## src/rtl/led_seq_pkg.sv

```systemverilog
// led_seq_pkg
//  Shared types and helpers for the LED position sequencer.
//  - mode_t   : run mode of the controller (MANUAL, AUTO_R, AUTO_L, HOLD)
//  - LED_NUM  : width of the raw one-hot decode; users cast down to their LED count
//  - pos2led  : position -> one-hot LED pattern (pos 0 and out-of-range -> all off)
//  - next_mode: key_mode rotation MANUAL -> AUTO_R -> AUTO_L -> HOLD -> MANUAL
package led_seq_pkg;

   typedef enum logic [1:0] {
      MANUAL = 2'd0,
      AUTO_R = 2'd1,
      AUTO_L = 2'd2,
      HOLD   = 2'd3
   } mode_t;

   // A 4-bit position can address at most 15 LEDs, so 16 bits covers every case.
   localparam int LED_NUM = 16;

   // Position k lights led[k-1] only; 0 and anything above pmax stay dark.
   function automatic logic [LED_NUM-1:0] pos2led(input logic [3:0] p,
                                                  input logic [3:0] pmax);
      pos2led = '0;
      if ((p != 4'd0) && (p <= pmax)) begin
         pos2led[p - 4'd1] = 1'b1;
      end
   endfunction

   function automatic mode_t next_mode(input mode_t m);
      case (m)
         MANUAL:  next_mode = AUTO_R;
         AUTO_R:  next_mode = AUTO_L;
         AUTO_L:  next_mode = HOLD;
         default: next_mode = MANUAL;
      endcase
   endfunction

endpackage

```

## src/rtl/led_seq_if.sv

```systemverilog
// led_seq_if
//  Bundles the debounced key flags going into the sequencer and the display
//  outputs coming back out.
//  Signals:
//   key_right, key_left, key_mode : 1-cycle debounced key flags
//   pos   : current position (4 bits)
//   led   : one-hot LED pattern (LED_W bits)
//   mode  : run mode (0 MANUAL, 1 AUTO_R, 2 AUTO_L, 3 HOLD)
//   step  : 1-cycle pulse after every position change
//  Modports:
//   master : key source / observer (drives flags, reads display)
//   slave  : the controller (reads flags, drives display)
interface led_seq_if #(
   parameter int LED_W = 8
);
   logic             key_right;
   logic             key_left;
   logic             key_mode;
   logic [3:0]       pos;
   logic [LED_W-1:0] led;
   logic [1:0]       mode;
   logic             step;

   modport master (
      output key_right, key_left, key_mode,
      input  pos, led, mode, step
   );

   modport slave (
      input  key_right, key_left, key_mode,
      output pos, led, mode, step
   );
endinterface

```

## src/rtl/led_seq_tick.sv

```systemverilog
// led_seq_tick
//  Auto-run timebase. Counts 0..TICK_DIV-1 while enabled and raises tick in the
//  cycle the count sits at TICK_DIV-1, so the consumer steps on the wrap edge.
//  Ports:
//   clk  in  system clock
//   rst  in  asynchronous reset, active-high
//   en   in  count enable (high only in the auto-run modes)
//   clr  in  synchronous clear, restarts the period from 0
//   tick out one-cycle step request
module led_seq_tick #(
   parameter int TICK_DIV = 50_000_000,
   parameter int CNT_W    = 26
) (
   input  logic clk,
   input  logic rst,
   input  logic en,
   input  logic clr,
   output logic tick
);

   localparam logic [CNT_W-1:0] LAST = CNT_W'(TICK_DIV - 1);

   logic [CNT_W-1:0] cnt;

   // Counter is held at 0 whenever disabled or cleared, so a freshly entered
   // auto mode always waits a full TICK_DIV period before its first step.
   always_ff @(posedge clk or posedge rst) begin
      if (rst) begin
         cnt <= '0;
      end else if (clr || !en) begin
         cnt <= '0;
      end else if (cnt == LAST) begin
         cnt <= '0;
      end else begin
         cnt <= cnt + CNT_W'(1);
      end
   end

   // clr is deliberately left out here: clr depends on the next mode, which in
   // bounce builds depends on tick, and including it would close a comb loop.
   assign tick = en && (cnt == LAST);

endmodule

```

## src/rtl/led_seq_ctrl.sv

```systemverilog
// led_seq_ctrl
//  Controller for the 8-LED position display. Arbitrates position steps between
//  the manual key flags and the auto-run timer, owns the position register and
//  the registered one-hot LED decode.
//  Ports:
//   clk  in  system clock, all logic on posedge
//   rst  in  asynchronous reset, active-high
//   bus  led_seq_if.slave: key_right/key_left/key_mode in; pos/led/mode/step out
//  Build option:
//   LED_SEQ_BOUNCE_EN : when defined, the auto modes ping-pong at the ends of
//                       the range instead of wrapping (MANUAL always wraps).
module led_seq_ctrl
   import led_seq_pkg::*;
#(
   parameter int LED_W    = 8,
   parameter int POS_MAX  = 8,
   parameter int TICK_DIV = 50_000_000,
   parameter int CNT_W    = 26
) (
   input logic   clk,
   input logic   rst,
   led_seq_if.slave bus
);

   localparam logic [3:0] POS_TOP = 4'(POS_MAX);

   mode_t            mode_q;
   mode_t            mode_next;
   logic [3:0]       pos_q;
   logic [3:0]       pos_next;
   logic [3:0]       pos_inc;
   logic [3:0]       pos_dec;
   logic [LED_W-1:0] led_q;
   logic             step_q;
   logic             tick;
   logic             tick_en;
   logic             tick_clr;

   // Timer runs only in the auto modes and restarts on every mode change,
   // direction changes included.
   assign tick_en  = (mode_q == AUTO_R) || (mode_q == AUTO_L);
   assign tick_clr = (mode_next != mode_q);

   led_seq_tick #(
      .TICK_DIV (TICK_DIV),
      .CNT_W    (CNT_W)
   ) u_tick (
      .clk  (clk),
      .rst  (rst),
      .en   (tick_en),
      .clr  (tick_clr),
      .tick (tick)
   );

   // Wrapping neighbours of the current position.
   assign pos_inc = (pos_q == POS_TOP) ? 4'd0    : pos_q + 4'd1;
   assign pos_dec = (pos_q == 4'd0)    ? POS_TOP : pos_q - 4'd1;

   // Next-state and arbitration: key_mode beats everything; below that only
   // one position step can happen per cycle. Direction keys in the auto modes
   // only flip direction and never move pos themselves.
   always_comb begin
      mode_next = mode_q;
      pos_next  = pos_q;
      if (bus.key_mode) begin
         mode_next = next_mode(mode_q);
      end else begin
         case (mode_q)
            MANUAL: begin
               if (bus.key_right) begin
                  pos_next = pos_inc;
               end else if (bus.key_left) begin
                  pos_next = pos_dec;
               end
            end
            AUTO_R: begin
               if (bus.key_left) begin
                  mode_next = AUTO_L;
               end else if (tick) begin
`ifdef LED_SEQ_BOUNCE_EN
                  if (pos_q == POS_TOP) begin
                     pos_next  = POS_TOP - 4'd1;
                     mode_next = AUTO_L;
                  end else begin
                     pos_next = pos_inc;
                  end
`else
                  pos_next = pos_inc;
`endif
               end
            end
            AUTO_L: begin
               if (bus.key_right) begin
                  mode_next = AUTO_R;
               end else if (tick) begin
`ifdef LED_SEQ_BOUNCE_EN
                  if (pos_q == 4'd0) begin
                     pos_next  = 4'd1;
                     mode_next = AUTO_R;
                  end else begin
                     pos_next = pos_dec;
                  end
`else
                  pos_next = pos_dec;
`endif
               end
            end
            default: begin
               // HOLD: position frozen, only key_mode (handled above) acts.
            end
         endcase
      end
   end

   // State, position and display registers. led is decoded from pos_next so
   // it lands on the same edge as pos and never lags it.
   always_ff @(posedge clk or posedge rst) begin
      if (rst) begin
         mode_q <= MANUAL;
         pos_q  <= 4'd0;
         led_q  <= '0;
         step_q <= 1'b0;
      end else begin
         mode_q <= mode_next;
         pos_q  <= pos_next;
         led_q  <= LED_W'(pos2led(pos_next, POS_TOP));
         step_q <= (pos_next != pos_q);
      end
   end

   assign bus.pos  = pos_q;
   assign bus.led  = led_q;
   assign bus.mode = mode_q;
   assign bus.step = step_q;

endmodule
```

## src/flat_wrapper.sv

```systemverilog
// flat-port wrapper written by rule: the top's interface ports become plain ports
module led_seq_ctrl_flat import led_seq_pkg::*;
#(
   parameter int LED_W    = 8,
   parameter int POS_MAX  = 8,
   parameter int TICK_DIV = 50_000_000,
   parameter int CNT_W    = 26
)
  (clk, rst, bus_key_right, bus_key_left, bus_key_mode, bus_pos, bus_led, bus_mode, bus_step);
  led_seq_if #(.LED_W(LED_W)) bus_i ();
  input logic clk;
  input logic rst;
  input wire logic [$bits(bus_i.key_right)-1:0] bus_key_right;
  input wire logic [$bits(bus_i.key_left)-1:0] bus_key_left;
  input wire logic [$bits(bus_i.key_mode)-1:0] bus_key_mode;
  output wire logic [$bits(bus_i.pos)-1:0] bus_pos;
  output wire logic [$bits(bus_i.led)-1:0] bus_led;
  output wire logic [$bits(bus_i.mode)-1:0] bus_mode;
  output wire logic [$bits(bus_i.step)-1:0] bus_step;
  assign bus_i.key_right = bus_key_right;
  assign bus_i.key_left = bus_key_left;
  assign bus_i.key_mode = bus_key_mode;
  assign bus_pos = bus_i.pos;
  assign bus_led = bus_i.led;
  assign bus_mode = bus_i.mode;
  assign bus_step = bus_i.step;
  led_seq_ctrl #(.LED_W(LED_W), .POS_MAX(POS_MAX), .TICK_DIV(TICK_DIV), .CNT_W(CNT_W)) u_core (.clk(clk), .rst(rst), .bus(bus_i));
endmodule
```

## config.mk

```make
export PLATFORM = sky130hd
export DESIGN_NAME = led_seq_ctrl_flat
export DESIGN_NICKNAME = d
export VERILOG_FILES = /design/src/rtl/led_seq_pkg.sv /design/src/rtl/led_seq_if.sv /design/src/rtl/led_seq_tick.sv /design/src/rtl/led_seq_ctrl.sv /design/src/flat_wrapper.sv
export SDC_FILE = /design/constraint.sdc
export NUM_CORES = 1
export LEC_CHECK = 0
export BUFFER_PORTS_ARGS = -buffer_cell sky130_fd_sc_hd__buf_4
export CORE_UTILIZATION = 35
export CTS_CLUSTER_DIAMETER = 100
export DETAILED_ROUTE_END_ITERATION = 10
export GPL_TIMING_DRIVEN = 0
export PLACE_DENSITY = 0.51
export SKIP_LAST_GASP = 1
export SYNTH_ARGS = -nofsm -noshare
export SYNTH_HDL_FRONTEND = slang
export SYNTH_SLANG_ARGS = --single-unit
```

## constraint.sdc

```tcl
create_clock -name clk -period 2.8 [get_ports clk]
set_clock_uncertainty 0.15 [all_clocks]
set_input_delay 0.28 -clock clk [delete_from_list [all_inputs] [get_ports clk]]
set_output_delay 0.28 -clock clk [all_outputs]
set_load 0.01 [all_outputs]
```

==> summary.txt <==
Status
  – Status: finished, violations left
  – Failing checks: negative setup slack

Floorplan
  – Core area: 6940 sq um
  – Die area: 7690 sq um
  – Initial core utilization: 37.0%
  – Die H: 87.7 microns
  – # rows: 30
  – Io pins: 20
  – Die Wd: 87.7 microns

Placement
  – Gpl congestion: 0.818
  – Dpl hpwl: 4310 microns
  – Dpl cell area: 2860 sq um
  – Dpl ws: -0.239 ns
  – Port buffer count: 18

Synth
  – Post-synth EDFFs: 0
  – Seq/Total Area, Yosys: 39.9%
  – Mapped Nets: 304
  – Mapped Cells: 292
  – #FFs+latches synth: 41
  – Avg Cell Area, Syn: 8.80 sq um
  – Most used DFF post-synth: dfrtp_1
  – Synth cell types: 56
  – FFs w/ async S/R, synth: 100%
  – Synth warn: 0
  – Syn Std Cell Area: 2570 sq um

Clock tree
  – CTS buffer count: 5
  – CTS tree: yes
  – Root Buffer: clkbuf_8
  – Clk buf depth: 2
  – Clock Pin Slew Worst Setup and Hold Paths: 0.08 ns
  – Clock Latency Late Sink: 0.29 ns
  – H-Tree Depth: 2
  – CTS sink cnt: 41

Finish
  – Post-layout util: 47.3%
  – Final Instance Area: 3290 sq um
  – Antenna diodes: 0
  – Fill count: 695
  – Share of cells above drive strength 1: 27.1%
  – Nets: 350
  – Area Overhead vs Synth: 27.9%

Drt
  – Initial DRC count: 133
  – Routed Antenna Nets: 0
  – DRC: 0
  – DR WL/cell: 14.5 microns
  – Routed WL: 6310 microns
  – Via/cell ratio: 5.21
  – Routed via count: 2267
  – TritonRoute pass-1 iters: 4

Pwr
  – Worst vdd ir: 0.265 mV
  – Comb pwr share: 56.6%
  – Power share of the clock group: 17.4%
  – Sequential power share: 26.1%
  – Pwr Density: 863 nW/um^2
  – P_leak: 1.34 nW
  – Internal: 1.67 mW
  – Total power: 2.84 mW
  – P_sw: 1.17 mW
  – Sw Ratio: 41.3%

STA
  – Worst setup margin: -0.00764 ns
  – Achievable frequency: 356 MHz
  – Final Hold Fails: 0
  – RSZ-0062 raised after global routing: yes
  – Fin crit period: 2.81 ns
  – Hold WS: 0.00596 ns
  – Slew Viols, Final: 0
  – Final setup fails: 1
  – Slew @ Worst Pin: 0.837 ns
  – Relative slew slack: 44.1%
  – Tcrit/Tclk final: 100%

GRT
  – Vias in the first global route: 2117
  – Initial antenna violation count: 0
  – First-pass GRT wire length: 10300 microns
  – Largest net degree at the start of global routing: 42
  – All-layer global routing usage: 17.4%
  – Total grt overflow: 0

Critical path
  – CP Launch Type: register
  – Worst Reg-to-Reg Cells: 8
  – CP startpoint: u_core.u_tick.cnt[18]
  – Critical path capture point type: register
  – Req. time, crit path: 2.82 ns
  – Critical path class: reg -> reg
  – Crit-path max FO: 3
  – Critical register-to-register path startpoint: u_core.u_tick.cnt[18]
  – Worst EP arrival: 2.83 ns

Flow run
  – Max Cap Viol: 0

Worst hold path
  – Hold WC Path Type: in -> async
## through the flow
step                      instances   TNS, ns
final                           435  -0.00764
after global routing            435    -0.897
after CTS                       425   -0.0580
after detailed placement        406     -5.48
after global placement          406     -5.58
after floorplan                 292         0
## cells in the final DEF, fill, tap and decap left out, drive strengths merged, types with 2 or more instances in the layout
cell type,n
a211oi,2
a21oi,10
a22oi,2
a311oi,3
a31oi,3
and3,5
and4,4
buf,43
clkbuf,13
dfrtp,41
ha,7
inv,17
mux2i,2
nand2,20
nand2b,8
nand3,13
nand4,7
nor2,50
nor2b,5
nor3,3
nor3b,4
nor4,3
o21ai,10
o31ai,5
o32ai,2
o41ai,2
or2,5
or3b,2
or4,2
or4b,2
xnor2,14
xor2,12
## power groups by stage
stage                     Sequential [mW]  Clock, mW  Combinational [mW]
after floorplan                     0.789          0               0.894
after global placement              0.763          0                1.31
after detailed placement            0.766          0                1.30
after CTS                           0.737      0.506                1.43
after global routing                0.748      0.527                1.76
final                               0.739      0.493                1.60
## cells in the mapped netlist, drive strengths merged, types with 2 or more instances
| master | count | area [sq um] |
|---|---|---|
| a211oi | 2 | 15.0 |
| a21oi | 10 | 50.1 |
| a22oi | 2 | 15.0 |
| a311oi | 3 | 32.5 |
| a31oi | 3 | 18.8 |
| and3 | 5 | 31.3 |
| and4 | 4 | 35.0 |
| clkbuf | 10 | 37.5 |
| dfrtp | 41 | 1030 |
| ha | 7 | 87.6 |
| inv | 17 | 63.8 |
| mux2i | 2 | 23.8 |
| nand2 | 20 | 77.6 |
| nand2b | 8 | 50.1 |
| nand3 | 13 | 65.1 |
| nand4 | 7 | 43.8 |
| nor2 | 50 | 188 |
| nor2b | 5 | 31.3 |
| nor3 | 3 | 20.0 |
| nor3b | 4 | 30.0 |
| nor4 | 3 | 33.8 |
| o21ai | 10 | 50.1 |
| o31ai | 5 | 42.5 |
| o32ai | 2 | 17.5 |
| o41ai | 2 | 17.5 |
| or2 | 5 | 31.3 |
| or3b | 2 | 17.5 |
| or4 | 2 | 15.0 |
| or4b | 2 | 23.8 |
| xnor2 | 14 | 123 |
| xor2 | 12 | 105 |
## final timing paths
check / to / slack (ns)
hold / removal: u_core.bus.led[0] / 0.006
max in group asynchronous: u_core.bus.mode[1] / 1.90
min in group clk: u_core.bus.mode[0] / 0.26
hold reg to reg: u_core.u_tick.cnt[0] / 0.40
setup reg to reg: u_core.bus.step / -0.008
setup / recovery: u_core.bus.step / -0.008
## critical path, stage by stage (launching register included)
cell      delay [ns]
dfrtp_1         0.40
or4b_4          0.56
nor4_4          0.37
nand2_2         0.15
a311oi_4        0.37
o31ai_2         0.13
a22o_1          0.26
o31ai_2         0.18
nand3_1         0.11
## flip-flops by register name, indices dropped and copies added, names as in the netlist
name / flops
u_core.u_tick.cnt: 26
u_core.bus.led: 8
u_core.bus.pos: 4
u_core.bus.mode: 2
u_core.bus.step: 1
## cells by family (layout without fill, tap and decap cells)
group | after synthesis | in the layout | share of synthesized area [%]
AOI/OAI and AO/OA | 50 | 50 | 13.8
adders and majority gates | 7 | 7 | 3.41
xor gates and xnor gates | 26 | 26 | 8.87
muxes | 2 | 2 | 0.925
and+or+nand+nor | 139 | 139 | 29.1
buffers and inverters | 27 | 74 | 3.95
DFF | 41 | 41 | 39.9
## area by class of cell
class	count	area, sq um	share of cell area [%]
multi-input combinational	224	1600	48.6
sequential	41	1030	31.5
tap	96	120	3.66
clock buffer	7	86.3	2.63
clock inverter	1	30.0	0.914
inverter	17	66.3	2.02
buffer	9	47.5	1.45
timing repair buffer	40	304	9.25
## what timing repair did
item,CTS,global route
resized for setup,14,21
pin swaps,7,15
setup endpoints to repair,30,29
buffers inserted,12,10
hold buffers,0,0
## per-layer routing
layer  vias to the layer above  GRT usage (%)  share of wire [%]
li1                       1119              -                  -
met1                      1094           23.0                 49
met2                        45           28.6                 48
met3                         9           3.30                2.8
met4                         0           5.66               0.97
met5                         -              0                  0
Power figures use the tool's default switching activity.
